===== config.mk =====
export PLATFORM = sky130hd
export DESIGN_NAME = mb_down_seq_flat
export DESIGN_NICKNAME = d
export VERILOG_FILES = /design/src/rtl/mb_pkg.sv /design/src/rtl/mb_down_seq_if.sv /design/src/rtl/mb_down_cnt.sv /design/src/rtl/mb_down_seq.sv /design/src/flat_wrapper.sv
export SDC_FILE = /design/constraint.sdc
export NUM_CORES = 1
export LEC_CHECK = 0
export CORE_AREA = 2 2 39 41
export DETAILED_ROUTE_END_ITERATION = 8
export DIE_AREA = 0 0 41 43
export PLACE_DENSITY_LB_ADDON = 0.2
export SLEW_MARGIN = 20
export SYNTH_ARGS = -nofsm -noshare
export SYNTH_HDL_FRONTEND = slang
export SYNTH_SLANG_ARGS = --single-unit

===== constraint.sdc =====
create_clock -name clk -period 2.87 [get_ports clk]
set_clock_uncertainty 0.05 [all_clocks]
set_input_delay 0.4305 -clock clk [delete_from_list [all_inputs] [get_ports clk]]
set_output_delay 0.4305 -clock clk [all_outputs]
set_load 0.01 [all_outputs]

===== src/rtl/mb_pkg.sv =====
// Shared types and defaults for the reverse read-index sequencer.
package mb_pkg;

    localparam int unsigned MB_MOD_DEFAULT   = 13;
    localparam int unsigned MB_IDX_W_DEFAULT = 4;

    typedef enum logic [1:0] {
        IDLE = 2'd0,
        RUN  = 2'd1,
        DONE = 2'd2
    } mb_seq_state_t;

endpackage


===== src/rtl/mb_down_seq_if.sv =====
// Handshake bundle between the read-index sequencer (master) and its consumer/controller.
interface mb_down_seq_if #(
    parameter int unsigned W = mb_pkg::MB_IDX_W_DEFAULT
);
    logic         start;
    logic         abort;
    logic         ready;
    logic [W-1:0] idx;
    logic         valid;
    logic         last;
    logic         zero;
    logic         done;
    logic         busy;

    modport master (
        input  start, abort, ready,
        output idx, valid, last, zero, done, busy
    );

    modport slave (
        output start, abort, ready,
        input  idx, valid, last, zero, done, busy
    );
endinterface


===== src/rtl/mb_down_cnt.sv =====
// Loadable down-counter holding the read index; clears to 0, reloads to MOD-1, never underflows.
module mb_down_cnt
    import mb_pkg::*;
#(
    parameter int unsigned MOD = MB_MOD_DEFAULT,
    parameter int unsigned W   = MB_IDX_W_DEFAULT
) (
    input  logic         clk,
    input  logic         rst,
    input  logic         clr,
    input  logic         load,
    input  logic         dec,
    output logic [W-1:0] cnt,
    output logic         zero
);

    localparam logic [W-1:0] RELOAD = W'(MOD - 1);

    always_ff @(posedge clk or negedge rst) begin
        if (!rst) begin
            cnt <= '0;
        end else if (clr) begin
            cnt <= '0;
        end else if (load) begin
            cnt <= RELOAD;
        end else if (dec && !zero) begin
            cnt <= cnt - W'(1);
        end
    end

    assign zero = (cnt == '0);

endmodule


===== src/rtl/mb_down_seq.sv =====
// Reverse read-index sequencer: walks MOD-1..0 under valid/ready, pulses done after index 0.
// Build option MB_DOWN_SEQ_WRAP_EN turns the single pass into a continuous circular read.
module mb_down_seq
    import mb_pkg::*;
#(
    parameter int unsigned MOD = MB_MOD_DEFAULT,
    parameter int unsigned W   = MB_IDX_W_DEFAULT
) (
    input  logic          clk,
    input  logic          rst,
    mb_down_seq_if.master bus
);

`ifdef MB_DOWN_SEQ_WRAP_EN
    localparam bit WRAP_EN = 1'b1;
`else
    localparam bit WRAP_EN = 1'b0;
`endif

    if (MOD < 2 || (64'd1 << W) < 64'(MOD)) begin : g_bad_param
        $error("mb_down_seq: MOD must be >= 2 and fit in W bits");
    end

    mb_seq_state_t state;
    mb_seq_state_t state_nxt;

    logic         valid_q;
    logic         done_q;
    logic         valid_nxt;
    logic         done_nxt;
    logic         load;
    logic         dec;
    logic         clr;
    logic         xfer;
    logic [W-1:0] cnt;
    logic         cnt_zero;

    assign xfer = valid_q & bus.ready;

    mb_down_cnt #(
        .MOD (MOD),
        .W   (W)
    ) u_cnt (
        .clk  (clk),
        .rst  (rst),
        .clr  (clr),
        .load (load),
        .dec  (dec),
        .cnt  (cnt),
        .zero (cnt_zero)
    );

    // State register plus the registered valid/done outputs
    always_ff @(posedge clk or negedge rst) begin
        if (!rst) begin
            state   <= IDLE;
            valid_q <= 1'b0;
            done_q  <= 1'b0;
        end else begin
            state   <= state_nxt;
            valid_q <= valid_nxt;
            done_q  <= done_nxt;
        end
    end

    // Next-state; abort overrides every other condition
    always_comb begin
        state_nxt = state;
        if (bus.abort) begin
            state_nxt = IDLE;
        end else begin
            case (state)
                IDLE:    if (bus.start) state_nxt = RUN;
                RUN:     if (xfer && cnt_zero && !WRAP_EN) state_nxt = DONE;
                DONE:    state_nxt = IDLE;
                default: state_nxt = IDLE;
            endcase
        end
    end

    // Counter controls and next values of the registered outputs
    always_comb begin
        load      = 1'b0;
        dec       = 1'b0;
        clr       = 1'b0;
        valid_nxt = 1'b0;
        done_nxt  = 1'b0;
        if (bus.abort) begin
            clr = 1'b1;
        end else begin
            case (state)
                IDLE: begin
                    if (bus.start) begin
                        load      = 1'b1;
                        valid_nxt = 1'b1;
                    end
                end
                RUN: begin
                    valid_nxt = 1'b1;
                    if (xfer) begin
                        if (cnt_zero) begin
                            done_nxt = 1'b1;
                            if (WRAP_EN) load      = 1'b1;
                            else         valid_nxt = 1'b0;
                        end else begin
                            dec = 1'b1;
                        end
                    end
                end
                default: ;
            endcase
        end
    end

    assign bus.idx   = cnt;
    assign bus.valid = valid_q;
    assign bus.done  = done_q;
    assign bus.zero  = cnt_zero;
    assign bus.last  = valid_q & cnt_zero;
    assign bus.busy  = (state != IDLE);

endmodule


===== src/flat_wrapper.sv =====
// flat-port wrapper written by rule: the top's interface ports become plain ports
module mb_down_seq_flat import mb_pkg::*;
#(
    parameter int unsigned MOD = MB_MOD_DEFAULT,
    parameter int unsigned W   = MB_IDX_W_DEFAULT
)
  (clk, rst, bus_start, bus_abort, bus_ready, bus_idx, bus_valid, bus_last, bus_zero, bus_done, bus_busy);
  mb_down_seq_if #(.W(W)) bus_i ();
  input  logic clk;
  input  logic rst;
  input wire logic [$bits(bus_i.start)-1:0] bus_start;
  input wire logic [$bits(bus_i.abort)-1:0] bus_abort;
  input wire logic [$bits(bus_i.ready)-1:0] bus_ready;
  output wire logic [$bits(bus_i.idx)-1:0] bus_idx;
  output wire logic [$bits(bus_i.valid)-1:0] bus_valid;
  output wire logic [$bits(bus_i.last)-1:0] bus_last;
  output wire logic [$bits(bus_i.zero)-1:0] bus_zero;
  output wire logic [$bits(bus_i.done)-1:0] bus_done;
  output wire logic [$bits(bus_i.busy)-1:0] bus_busy;
  assign bus_i.start = bus_start;
  assign bus_i.abort = bus_abort;
  assign bus_i.ready = bus_ready;
  assign bus_idx = bus_i.idx;
  assign bus_valid = bus_i.valid;
  assign bus_last = bus_i.last;
  assign bus_zero = bus_i.zero;
  assign bus_done = bus_i.done;
  assign bus_busy = bus_i.busy;
  mb_down_seq #(.MOD(MOD), .W(W)) u_core (.clk(clk), .rst(rst), .bus(bus_i));
endmodule

# Word-level counts from Yosys, hierarchy flattened
# Cells that the tools add are included.
[op_classes]
reduce_logical = 8
n_eq_ne = 3
addsub = 1
n_mux = 22
n_bitwise = 2
[ops]
columns = ["op", "n"]
rows = [
  ["1-bit two-way mux", 14],
  ["4-bit two-way mux", 3],
  ["2-bit two-way mux", 3],
  ["4-bit zero test", 1],
  ["2-bit one-hot mux with 2 select lines", 1],
  ["4-bit by 1-bit subtractor with 4-bit output (second input constant)", 1],
  ["3-bit by 2-bit != test with 1-bit output (second input constant)", 1],
  ["3-bit != test (second input constant)", 1],
  ["3-bit nonzero test", 1],
  ["1-bit bitwise AND", 2],
  ["2-bit by 1-bit equality test with 1-bit output (second input constant)", 1],
  ["1-bit logical AND", 2],
  ["2-bit zero test", 1],
  ["1-bit one-hot mux with 2 select lines", 1],
  ["2-bit AND reduction", 1],
  ["2-bit nonzero test", 1],
  ["1-bit zero test", 1],
]
[word_totals]
register_bits = 8
input_bits = 5
word_cells = 40
output_inout_bits = 9

# Depth between registers and ports, before layout
[depth]
word_depth = 9
depth_mapped = 6
ltp_nobuf = 6

# By module
# Synthesis repeated with hierarchy kept, for this count alone.
[hier_totals]
hier_cells = 41
area_unflattened_um2 = 431.7
[by_module_without_submodules]
columns = ["mod", "cells_per_inst", "instances", "area_per_inst_um2", "seq_area_each_um2"]
rows = [
  ["mb_down_cnt", 25, 1, 234.0, 100.1],
  ["mb_down_seq", 16, 1, 197.7, 100.1],
]

# Worst setup path before layout
# OpenSTA, ideal clock, no wires.
[synth_timing]
kind = "register to register"
startpoint = "register u_core.u_cnt.cnt[0]"
endpoint = "register u_core.u_cnt.cnt[3]"
path_buffers = 0
path_stages_with_launch = 7
setup_ns = 0.082
required_time_ns = 2.738
slack_ns = 0.981
arrival_time_ns = 1.758
period_less_slack_ns = 1.889
cell_sequence = "dfrtp_1 inv_1 ha_1 nor2b_1 or4_1 or4_1 a31oi_1"
[synth_via]
elab_chain_cells = 7
elab_cells_between_ends = 12
classes_between = "add/sub (1); mux (7); reduce/logical (4)"
[synth_rtl]
columns = ["item", "line", "rtl"]
rows = [
  ["start, declared", "mb_down_cnt.sv:13", "output logic [W-1:0] cnt,"],
  ["start signal, assigned", "mb_down_cnt.sv:27", "cnt <= cnt - W'(1);"],
  ["4-bit zero test", "mb_down_cnt.sv:31", "assign zero = (cnt == '0);"],
  ["1-bit two-way mux", "mb_down_seq.sv:101", "if (cnt_zero) begin"],
  ["1-bit two-way mux", "mb_down_seq.sv:100", "if (xfer) begin"],
  ["1-bit two-way mux", "mb_down_seq.sv:91", "case (state)"],
  ["1-bit two-way mux", "mb_down_seq.sv:88", "if (bus.abort) begin"],
  ["1-bit logical AND", "mb_down_cnt.sv:26", "end else if (dec && !zero) begin"],
  ["3-bit nonzero test (no line)", "n/a", ""],
]
# Several ways; a longest one is shown, not always the timed one. The select of a mux whose other input is x is not followed.
# A chain may end at the register's enable or synchronous reset.

# Worst setup path in the final report
[layout_timing]
startpoint = "register u_core.u_cnt.cnt[0]"
endpoint = "output port bus_last"
[layout_via]
elab_chain_cells = 2
[layout_rtl]
columns = ["item", "line", "rtl"]
rows = [
  ["4-bit zero test", "mb_down_cnt.sv:31", ""],
  ["1-bit bitwise AND", "mb_down_seq.sv:119", "assign bus.last = valid_q & cnt_zero;"],
  ["end, declared", "flat_wrapper.sv:16", "output wire logic [$bits(bus_i.last)-1:0] bus_last;"],
]
# Every way passes these cells.

==> impl_metrics.py <==
metrics = {
    "place": {
        "placedInstanceArea_um2": 563,
        "gp_congestion": 0.693,
        "dpl.hpwl_um": 653,
        "port_buffers": 13,
        "placedCellCount": 71,
    },
    "detailed_routing": {
        "finalWirelength_um": 830,
        "vias": 358,
        "highest_layer": "met3",
        "wl_per_cell_um": 11.2,
        "ant_nets": 0,
        "drtIter0Drc": 10,
        "via_per_inst": 4.84,
        "first_pass_iters": 4,
        "wl_met3_um": 50,
        "wl_met2_um": 393,
        "wl_met1_um": 387,
        "drc": 0,
    },
    "yosys": {
        "netlist_top_cells_area": "dfrtp_1, ha_1, nor3_1",
        "async_flop_share_pct": 100,
        "synthCells": 43,
        "synth_fp_nets": 50,
        "ys.flop_type": "dfrtp_1",
        "syn_area_um2": 418,
        "synth_top_area_share_pct": 47.9,
        "ys_seq_area_share_pct": 47.9,
        "synth_edf_count": 0,
        "syn_area_per_cell_um2": 9.72,
        "synth.distinct_cells": 23,
        "yosysTopAreaCell": "dfrtp_1",
        "synth.top_cells.by_count": "dfrtp_1, nor2_1, inv_1, nor3_1",
        "synth.yosys.warnings": 0,
        "yosysMostFrequentCell": "dfrtp_1",
        "ys_seq_elements": 8,
    },
    "timing": {
        "final-max-slew-violation-count": 0,
        "hold_violations": 0,
        "worst_hold_slack_ns": 0.414,
        "finalSetupViolCount": 0,
        "slew_headroom_pct": 70.4,
        "min_period_ns": 2.50,
        "worstMarginPinSlew_ns": 0.443,
        "fmax_mhz": 401,
        "fin_crit_sh_pct": 87.0,
        "rsz0062_at_grt": "no",
        "setup_tns_ns": 0,
    },
    "cts": {
        "cts_buffers": 3,
        "ctsHoldBuffers": 0,
        "cts.sinks": 8,
        "cts_root_buf": "clkbuf_4",
        "cts_tree": "yes",
        "cts_max_path_buffers": 2,
        "htreeDepth": 1,
        "cts_setup_buffers": 0,
        "clk_pin_slew_ns": 0.05,
        "cts.repair.resized": 0,
        "clk_latency_ns": 0.25,
    },
    "finish": {
        "layout-drive-gt1-share_pct": 10.3,
        "area_delta_synth_final_pct": 40.1,
        "layoutNonFillerInstCount": 74,
        "stdcell_area_um2": 586,
        "fin_nets": 67,
        "n_antenna_cell": 0,
    },
    "worst_hold_path": {
        "worstHoldPathType": "input pin to async pin",
    },
    "global_route": {
        "antenna_found_initial": 0,
        "grt_overflow": 0,
        "grt_pass1_wl_um": 1270,
        "grt_start_max_net_pins": 9,
        "grt_usage_pct": 11.3,
        "grt_pass1_vias": 298,
    },
    "power": {
        "power.density_mw_per_mm2": 448,
        "peakVddDrop_mv": 0.176,
        "leakagePower_nw": 0.243,
    },
    "floorplan": {
        "io_pins": 14,
        "die_w_um": 41,
        "fp-row-count": 14,
        "dieArea_mm2": 0.00176,
        "fp.coreArea_mm2": 0.00138,
        "start_util_pct": 30.2,
        "die_h_um": 43,
    },
    "job": {
        "drv_cap": 0,
    },
    "critical_path": {
        "worstPathCellList": "inv_1 -> ha_1 -> nor3b_1 -> and2_1 -> clkdlybuf4s50_1",
        "rr_worst_depth": 6,
        "cp.arrival_ns": 2.02,
        "setup.worst_path.end_class": "output pin",
        "slowest_stage": "clkdlybuf4s50_1",
        "cp_max_fo": 4,
        "crit_required_ns": 2.39,
        "critPathKind": "flop to output pin",
        "worst_setup_path_start_kind": "flop",
        "critPathMaxStageDelay_ns": 0.53,
    },
    "run_status": {
        "status": "completed",
    },
}
-- final timing paths --
| kind | start | end | slack (ns) |
|---|---|---|---|
| setup reg to reg | u_core.u_cnt.cnt[0]$_DFFE_PN0P_ | u_core.u_cnt.cnt[3]$_DFFE_PN0P_ | 0.93 |
| hold / removal | rst | u_core.u_cnt.cnt[3]$_DFFE_PN0P_ | 0.41 |
| max in group asynchronous | rst | u_core.state[1]$_DFFE_PN0P_ | 2.09 |
| hold reg to reg | u_core.state[1]$_DFFE_PN0P_ | u_core.state[0]$_DFFE_PN0P_ | 0.48 |
| setup / recovery | u_core.u_cnt.cnt[0]$_DFFE_PN0P_ | bus_last | 0.37 |
| min in group clk | u_core.state[1]$_DFFE_PN0P_ | u_core.state[0]$_DFFE_PN0P_ | 0.48 |
-- sequential cells by signal, indices dropped and copies added (netlist names) --
| name | count |
|---|---|
| u_core.state | 2 |
| u_core.u_cnt.cnt | 4 |
| u_core.bus.valid | 1 |
| u_core.bus.done | 1 |
-- cells by family (layout without fill, tap and decap cells) --
family          count (synthesis)  in the layout  share of synthesized area (%)
simple gates                   21             21                           27.5
flops                           8              8                           47.9
compound gates                  5              5                           8.99
buf+inv                         5             20                           4.79
fa+ha+maj                       2              2                           5.99
xor+xnor                        1              1                           2.10
mux                             1              1                           2.69
-- where the power goes --
group	total (mW)	switching (mW)	internal, mW
Clock	0.0857	0.0379	0.0478
Combinational	0.0525	0.0234	0.0291
Sequential	0.124	0.00554	0.118
-- final cells by class --
| type | count | area (µm²) |
|---|---|---|
| Multi-Input combinational cell | 30 | 198 |
| Tap cell | 16 | 20.0 |
| Timing Repair Buffer | 13 | 130 |
| Sequential cell | 8 | 200 |
| Inverter | 4 | 15.0 |
| Clock buffer | 3 | 22.5 |
| Fill cell | 143 | 798 |
-- cells in the final DEF, fill, tap and decap left out --
cell,netlist,layout
xnor2_1,1,1
or3_2,1,1
nand2_1,2,2
nand3_1,1,1
mux2_2,1,1
and2_1,1,1
nor3_1,4,4
o31ai_1,1,1
nor3b_1,1,1
clkbuf_4,0,3
o311ai_0,1,1
a31oi_1,1,1
dfrtp_1,8,8
nor2b_1,1,1
or3b_1,1,1
or4_1,2,2
a21boi_0,1,1
ha_1,2,2
inv_1,4,4
o21bai_1,1,1
nand2b_1,1,1
nor2_1,5,5
clkdlybuf4s50_1,0,13
or2_2,1,1
-- critical path: cells and delay by family, from the launching register on --
family	cells	cell delay [ns]
fa+ha+maj	1	0.15
flops	1	0.41
buf+inv	2	0.62
simple gates	2	0.59
-- metrics by stage --
step	power (mW)	setup WS [ns]	utilization (%)
2_1_floorplan	0.149	0.981	-
4_1_cts	0.269	0.378	42.3
5_1_grt	0.283	0.267	42.3
3_5_place_dp	0.179	0.527	40.7
3_3_place_gp	0.179	0.503	40.7
6_report	0.262	0.374	42.3
-- routing by layer --
metal / GRT usage (%) / vias up
li1: - / 181
met1: 15.9 / 168
met2: 14.1 / 9
met3: 4.71 / 0
met4: 6.00 / 0
met5: 0 / -
Note: power is estimated with default switching activity, not from simulation.
